## config.mk

```make
export PLATFORM = sky130hd
export DESIGN_NAME = load_store_unit
export DESIGN_NICKNAME = d
export VERILOG_FILES = /design/src/rtl/load_store_unit.sv
export SDC_FILE = /design/constraint.sdc
export NUM_CORES = 1
export LEC_CHECK = 0
export BUFFER_PORTS_ARGS = -buffer_cell sky130_fd_sc_hd__buf_2
export CELL_PAD_IN_SITES_DETAIL_PLACEMENT = 0
export CELL_PAD_IN_SITES_GLOBAL_PLACEMENT = 2
export CORE_MARGIN = 3
export CORE_UTILIZATION = 33
export CTS_CLUSTER_SIZE = 25
export DETAILED_ROUTE_END_ITERATION = 10
export HOLD_SLACK_MARGIN = 0.06
export PLACE_DENSITY = 0.9
export RECOVER_POWER = 100
export SYNTH_ARGS = -nofsm -noshare
export SYNTH_HDL_FRONTEND = slang
export SYNTH_SLANG_ARGS = --single-unit
```

## constraint.sdc

```tcl
create_clock -name clk -period 9.2 [get_ports clk]
set_input_delay 0.46 -clock clk [delete_from_list [all_inputs] [get_ports clk]]
set_output_delay 0.46 -clock clk [all_outputs]
set_load 0.01 [all_outputs]
```

## src/rtl/load_store_unit.sv

```systemverilog
// RV32I load/store unit: one byte/half/word memory transaction per request, with
// wait-state handshake, load formatting, and misalign/illegal/timeout faults.
module load_store_unit #(
    parameter int TIMEOUT_CYCLES = 255,
    parameter int ADDR_WIDTH     = 32
) (
    input  logic                  clk,
    input  logic                  reset,
    input  logic                  start,
    input  logic                  is_load,
    input  logic                  is_store,
    input  logic [2:0]            funct3,
    input  logic [ADDR_WIDTH-1:0] addr,
    input  logic [31:0]           store_data,
    output logic                  busy,
    output logic                  done,
    output logic [31:0]           load_data,
    output logic                  fault,
    output logic [1:0]            fault_code,
    output logic [ADDR_WIDTH-1:0] mem_addr,
    output logic                  mem_rstrb,
    output logic [3:0]            mem_wmask,
    output logic [31:0]           mem_wdata,
    input  logic [31:0]           mem_rdata,
    input  logic                  mem_ready
);

    localparam int CW = (TIMEOUT_CYCLES > 0) ? $clog2(TIMEOUT_CYCLES + 1) : 1;
    localparam logic [CW-1:0] LAST = CW'((TIMEOUT_CYCLES > 0) ? TIMEOUT_CYCLES - 1 : 0);

    typedef enum logic [1:0] {IDLE, REQ, WAIT, RESP} state_t;

    state_t        r_state;
    logic          r_isLoad;
    logic [2:0]    r_funct3;
    logic [1:0]    r_byteOff;
    logic [CW-1:0] r_count;
    logic          r_holdDone;

    logic        w_accept;
    logic        w_illegal;
    logic        w_misalign;
    logic [3:0]  w_mask;
    logic [31:0] w_wdata;
    logic [7:0]  w_byte;
    logic [15:0] w_half;
    logic [31:0] w_loadFmt;

    assign w_accept = start && (r_state == IDLE) && (is_load ^ is_store);

    // Decode the incoming request: legality, alignment and store lane placement.
    always_comb begin
        w_illegal  = 1'b0;
        w_misalign = 1'b0;
        w_mask     = 4'b1111;
        w_wdata    = store_data;
        if (is_load) begin
            w_illegal = !(funct3 == 3'b000 || funct3 == 3'b001 || funct3 == 3'b010 ||
                          funct3 == 3'b100 || funct3 == 3'b101);
        end else begin
            w_illegal = !(funct3 == 3'b000 || funct3 == 3'b001 || funct3 == 3'b010);
        end
        case (funct3[1:0])
            2'b01:   w_misalign = addr[0];
            2'b10:   w_misalign = (addr[1:0] != 2'b00);
            default: w_misalign = 1'b0;
        endcase
        case (funct3[1:0])
            2'b00: begin
                w_mask  = 4'b0001 << addr[1:0];
                w_wdata = {4{store_data[7:0]}};
            end
            2'b01: begin
                w_mask  = addr[1] ? 4'b1100 : 4'b0011;
                w_wdata = {2{store_data[15:0]}};
            end
            default: begin
                w_mask  = 4'b1111;
                w_wdata = store_data;
            end
        endcase
    end

    // Pick the addressed byte/half lane from the returned word and extend it.
    always_comb begin
        case (r_byteOff)
            2'd0:    w_byte = mem_rdata[7:0];
            2'd1:    w_byte = mem_rdata[15:8];
            2'd2:    w_byte = mem_rdata[23:16];
            default: w_byte = mem_rdata[31:24];
        endcase
        w_half = r_byteOff[1] ? mem_rdata[31:16] : mem_rdata[15:0];
        case (r_funct3)
            3'b000:  w_loadFmt = {{24{w_byte[7]}}, w_byte};
            3'b001:  w_loadFmt = {{16{w_half[15]}}, w_half};
            3'b100:  w_loadFmt = {24'h0, w_byte};
            3'b101:  w_loadFmt = {16'h0, w_half};
            default: w_loadFmt = mem_rdata;
        endcase
    end

    // Transaction FSM; a fault found at accept spends an extra RESP cycle before done.
    always_ff @(posedge clk or posedge reset) begin
        if (reset) begin
            r_state    <= IDLE;
            r_isLoad   <= 1'b0;
            r_funct3   <= 3'b000;
            r_byteOff  <= 2'b00;
            r_count    <= '0;
            r_holdDone <= 1'b0;
            busy       <= 1'b0;
            done       <= 1'b0;
            fault      <= 1'b0;
            fault_code <= 2'b00;
            load_data  <= 32'h0;
            mem_addr   <= '0;
            mem_rstrb  <= 1'b0;
            mem_wmask  <= 4'b0000;
            mem_wdata  <= 32'h0;
        end else begin
            done      <= 1'b0;
            fault     <= 1'b0;
            mem_rstrb <= 1'b0;
            mem_wmask <= 4'b0000;
            case (r_state)
                IDLE: begin
                    if (w_accept) begin
                        busy       <= 1'b1;
                        r_isLoad   <= is_load;
                        r_funct3   <= funct3;
                        r_byteOff  <= addr[1:0];
                        r_count    <= '0;
                        fault_code <= 2'b00;
                        if (w_illegal || w_misalign) begin
                            fault_code <= w_illegal ? 2'b10 : 2'b01;
                            r_holdDone <= 1'b1;
                            r_state    <= RESP;
                        end else begin
                            mem_addr  <= {addr[ADDR_WIDTH-1:2], 2'b00};
                            mem_rstrb <= is_load;
                            if (is_store) begin
                                mem_wmask <= w_mask;
                                mem_wdata <= w_wdata;
                            end
                            r_state <= REQ;
                        end
                    end
                end
                REQ: r_state <= WAIT;
                WAIT: begin
                    if (mem_ready) begin
                        if (r_isLoad) begin
                            load_data <= w_loadFmt;
                        end
                        done    <= 1'b1;
                        r_state <= RESP;
                    end else if (TIMEOUT_CYCLES != 0 && r_count == LAST) begin
                        fault_code <= 2'b11;
                        done       <= 1'b1;
                        fault      <= 1'b1;
                        r_state    <= RESP;
                    end else begin
                        r_count <= r_count + CW'(1);
                    end
                end
                RESP: begin
                    if (r_holdDone) begin
                        r_holdDone <= 1'b0;
                        done       <= 1'b1;
                        fault      <= 1'b1;
                    end else begin
                        busy    <= 1'b0;
                        r_state <= IDLE;
                    end
                end
                default: r_state <= IDLE;
            endcase
        end
    end

endmodule
```

-- After elaboration in Yosys (flattened, before gate mapping)
Index checks and enable logic that the tools add are counted.
W data, S select, Z words.
- register bits after elaboration: 121
- memories: 0
- bits in latches: 0
- bits in writable memories: 0
- logic and storage cells: 109
- output and inout port bits: 106
- input bits: 105
- bits in read-only memories: 0
- mux-type cells: 42
- bitwise logic cells: 2
- div/mod/pow operators: 0
- shift-type cells: 1
- reduce and logical (&&, ||, !) cells: 26
- multiply operators: 0
- magnitude comparators: 0
- equality and inequality tests: 22
- add/sub/neg operators: 1
- operators by type and width (kind ; number):
    $pmux W32 S4 ; 1
    $pmux W32 S2 ; 1
    $mux W8 ; 3
    $pmux W8 S3 ; 1
    $mux W4 ; 5
    $mux W2 ; 9
    $mux W16 ; 1
    $pmux W8 S2 ; 1
    $reduce_and A3 Y1 ; 5
    $eq A3 B3 Y1 const B ; 4
    $mux W1 ; 12
    $reduce_and A4 Y1 ; 3
    $ne A2 B2 Y1 const B ; 5
    $pmux W1 S2 ; 5
    $add A8 B1 Y8 const B ; 1
    $eq A2 B2 Y1 const B ; 4
    $eq A8 B8 Y1 const B ; 1
    $pmux W2 S4 ; 1
    $pmux W4 S2 ; 1
    $eq A2 B1 Y1 const B ; 3
    $eq A3 B1 Y1 const B ; 2
    $logic_not A2 Y1 ; 3
    $logic_not A3 Y1 ; 2
    $reduce_bool A2 Y1 ; 3
    other kinds (11) ; 17

-- Logic depth before layout (Yosys ltp)
- depth in word-level cells: 11
- depth in mapped cells: 8

-- Worst setup path after synthesis
No wires, ideal clock.
- kind: input to register
- from: input port funct3[0]
- to: register mem_wdata[1]
- arrival: 2.256 ns
- stages: 8
- path slack: 6.819 ns
- cell sequence: inv_1 > ha_1 > buf_2 > o21ai_0 > o2bb2ai_1 > nor4b_4 > buf_6 > mux2_2
- cells in the longest elaborated chain, start to end: 10
- elaborated cells on any way between the ends: 18
- those cells by class: eq/ne: 6; mux: 2; bitwise: 1; reduce/logical: 9
- ends and longest elaborated chain (item ; RTL line ; text):
    start: declaration ; 12 ; input logic [2:0] funct3,
    $eq A3 B1 Y1 / $logic_not A3 Y1 (equally long branches) ; 58, 61 ;
    $logic_or A1 B1 Y1 (2 in a row) ; 58, 61 ;
    $logic_or A1 B1 Y1 ; 58 ; w_illegal = !(funct3 == 3'b000 || funct3 == 3'b001 || funct3 == 3'b010 ||
    $logic_or A1 B1 Y1 ; 59 ; funct3 == 3'b100 || funct3 == 3'b101);
    $logic_not A1 Y1 ; 58 ;
    $mux W1 ; 57 ; if (is_load) begin
    $logic_or A1 B1 Y1 * ; 134 ; if (w_illegal || w_misalign) begin
    $not A1 Y1 (no line) * ; -- ;
    $reduce_and A4 Y1 (no line) * ; -- ;
    end signal: assignment ; 143 ; mem_wdata <= w_wdata;
    end: declaration ; 23 ; output logic [31:0] mem_wdata,
Every way passes the cells marked *; elsewhere a longest branch is shown, timed or not.
A chain may end at the register's enable or synchronous reset.

-- Final worst setup path
- from: register r_state[0]
- to: register mem_wdata[12]
- cells in the longest elaborated chain, start to end: 4
- ends and longest elaborated chain (item ; RTL line ; text):
    start: declaration ; 33 ; state_t r_state;
    start signal: assignment ; 105 ; r_state <= IDLE;
    start signal: assignment ; 137 ; r_state <= RESP;
    start signal: assignment ; 145 ; r_state <= REQ;
    $logic_not A2 Y1 * ; 49, 125 ;
    $logic_and A1 B1 Y1 (2 in a row) ; 49 ; assign w_accept = start && (r_state == IDLE) && (is_load ^ is_store);
    $reduce_and A4 Y1 (no line) * ; -- ;
Marks and branches as above.

==> results.ini <==
[sta]
rsz0062_at_grt = no
whs_ns = 0.277
min_period_ns = 3.84
clock_skew_ns = 0.0128
setup_slack_ns = 5.36
worst_slew_pin_slew_ns = 1.90
tns_ns = 0
slew_headroom_pct = -26.8
fmax_ghz = 0.260
hold_viol = 0
min_period_over_period_pct = 41.8
setup_viol = 0
report.final.slew_viol_count = 111

[logic_synthesis]
ys_types = 55
synth_seq_cells = 121
synthArstFlopShare_pct = 100
syn-cell-area_um2 = 5900
ys.flop_type = dfrtp_1
synthesis.instances = 533
yosysWarnings = 0
ys_seq_area_share_pct = 51.3
syn_avg_cell_area_um2 = 11.1
synth-edff-count = 0

[route]
vias = 5014
final_antenna_net_count = 0
viasPerCell = 5.16
drc = 0
firstDrtPassIters = 6
drtIter0Drc = 188
wire_per_inst_um = 17.0
drt_wl_total_um = 16500

[grt]
met3_usage_pct = 6.43
grt_use_total_pct = 17.0
met1_usage_pct = 21.1
grt_busiest_layer = met2
grt_max_degree = 82
antenna_found_initial = 2
met2_usage_pct = 27.5
grt-ovfl-total = 0
grt_pass1_wl_um = 27100
grt_pass1_vias = 5258

[setup_path]
path_max_fanout = 36
worstPathArrival_ns = 4.14
path_class = flip-flop to flip-flop
cp.required_ns = 9.50
cp-end-kind = flip-flop
cp-start-kind = flip-flop

[placed_design]
place_ws_ns = 6.13
port_buffers = 208
hpwl_um = 11900
place_area_um2 = 7110
gp_congestion = 0.862
placed_cells = 938

[min_path]
hp-class = primary input to flip-flop

[pwr]
p_seq_share_pct = 37.5
p_sw_share_pct = 36.3
switching_power_uw = 901
ir_drop_mv = 0.134
power.leakage_nw = 3.51
clockPowerShare_pct = 29.2
power_frac_comb_pct = 33.2
powerDensity_nw_per_um2 = 327
power_mw = 2.48
p_int_mw = 1.58

[die]
initial_core_util_pct = 33.9
die_height_um = 140
die_x_um = 140
core-area_um2 = 17400
io_pins = 211
rows = 48
die_area_um2 = 19500

[final_layout]
fin_area_um2 = 7580
final_nets = 845
utilization_pct = 43.5
syn2layout_area_growth_pct = 28.5
drive_gt1_share_pct = 30.5
fin_cells = 971

[cts]
cts_max_path_buffers = 2
post-cts-setup-buffers = 0
cts_resized = 0
root_buffer = clkbuf_16
path_clk_slew_ns = 0.06
clock_sinks = 121
cts_tree = built
hold_buffers = 0
cts_buffers = 17
h-tree-depth = 4
clk-insertion-delay-late_ns = 0.41

[run]
maxCapViolCount = 3

[outcome]
status = complete, but fails checks
violations = max-capacitance violations, max-slew violations

-- cell usage in the layout (no fill, tap or decap), types with 3 or more instances in the layout --
master     netlist  layout
a211o_1          7       7
a21oi_1         31      31
a22o_1           9       9
a22oi_1          8       8
and3b_1          7       7
buf_2            6     103
buf_4            2       4
bufinv_16        0       4
clkbuf_1        21     107
clkbuf_16        0      17
dfrtp_1        121     121
ha_1             8       8
inv_1            9       8
inv_6            0       8
mux2_1           3       3
mux2_2          80      80
nand2_1         57      57
nand2b_1         3       3
nand3_1         38      39
nand3b_1         9       9
nand4_1          4       4
nor2_1           9       9
nor3_1           5       4
o21a_1           3       3
o21ai_0         32      32
o31ai_1          6       6
or3_1            9       9
or4_1            4       4
-- worst max-delay path: stages (launching register included) --
cell and delay (ns):
dfrtp_1 0.38, inv_1 0.10, ha_1 0.51, nand3_1 0.48, nor4b_1 0.38, clkbuf_1 1.40
mux2_2 0.46
-- layout make-up --
cell class / instances / area [um2]
timing repair buffer: 214 / 947
fill: 1768 / 9840
clock inverter: 15 / 210
inverter: 10 / 38.8
tap: 225 / 282
clock buffer: 17 / 425
sequential: 121 / 3030
antenna: 1 / 2.50
multi-input combinational: 368 / 2650
-- power by group through the flow --
| stage | clock network [mW] | registers (mW) | logic (mW) |
|---|---|---|---|
| 2_1_floorplan | 0 | 0.983 | 0.473 |
| 3_3_place_gp | 0 | 0.919 | 0.876 |
| 3_5_place_dp | 0 | 0.930 | 0.895 |
| 4_1_cts | 0.739 | 0.927 | 0.896 |
| 5_1_grt | 0.766 | 0.967 | 0.924 |
| 6_report | 0.725 | 0.931 | 0.824 |
-- final timing paths --
check                                            end                     start  depth (start not counted)  slack, ns
max                        mem_wdata[12]$_DFFE_PP0P_    r_state[0]$_DFFE_PP0P_                          6       5.36
min                          mem_addr[4]$_DFFE_PP0P_                   addr[4]                          2       0.28
max reg2reg                mem_wdata[12]$_DFFE_PP0P_    r_state[0]$_DFFE_PP0P_                          6       5.36
min reg2reg                 load_data[3]$_DFFE_PP0P_  load_data[3]$_DFFE_PP0P_                          2       0.48
max in group asynchronous   load_data[7]$_DFFE_PP0P_                     reset                          3       6.94
min in group asynchronous  load_data[18]$_DFFE_PP0P_                     reset                          2       0.49
-- flip-flops by register name, indices dropped and copies added (netlist names), 3 cells and up --
name / cells
load_data: 32
mem_wdata: 32
mem_addr: 30
r_count: 8
mem_wmask: 4
r_funct3: 3
-- logic make-up (layout without fill, tap and decap cells) --
logic type,after synthesis,in the layout,share of synthesized area (%)
adder cells (fa/ha/maj),8,8,1.70
AO/OA/AOI/OAI,116,116,12.8
other,1,3,0.0635
XOR/XNOR,1,1,0.276
buffers and inverters,45,256,3.52
multiplexers,86,86,16.6
flip-flops,121,121,51.3
AND/OR/NAND/NOR,155,155,13.8
-- routing by layer --
metal,vias up,routed length [um]
met4,2,369
met3,27,1480
met1,2446,7130
li1,2341,-
met2,198,7550
met5,-,7
-- synthesized netlist by cell type (all sizes together), types with 3 or more instances --
| library cell | instances | area [um2] |
|---|---|---|
| dfrtp | 121 | 3030 |
| o21a | 3 | 22.5 |
| o31ai | 6 | 45.0 |
| inv | 9 | 33.8 |
| o21ai | 32 | 160 |
| ha | 8 | 100 |
| nand3 | 39 | 208 |
| nor2 | 9 | 33.8 |
| a22oi | 8 | 60.1 |
| nand2b | 3 | 18.8 |
| nand2 | 57 | 214 |
| clkbuf | 22 | 83.8 |
| nor3 | 5 | 25.0 |
| nand3b | 9 | 67.6 |
| a21oi | 31 | 155 |
| buf | 13 | 86.3 |
| a22o | 9 | 78.8 |
| or4 | 4 | 30.0 |
| nand4 | 4 | 25.0 |
| or3 | 9 | 56.3 |
| and3b | 7 | 61.3 |
| a211o | 7 | 61.3 |
| mux2 | 83 | 935 |
(Power assumes the default switching activity.)
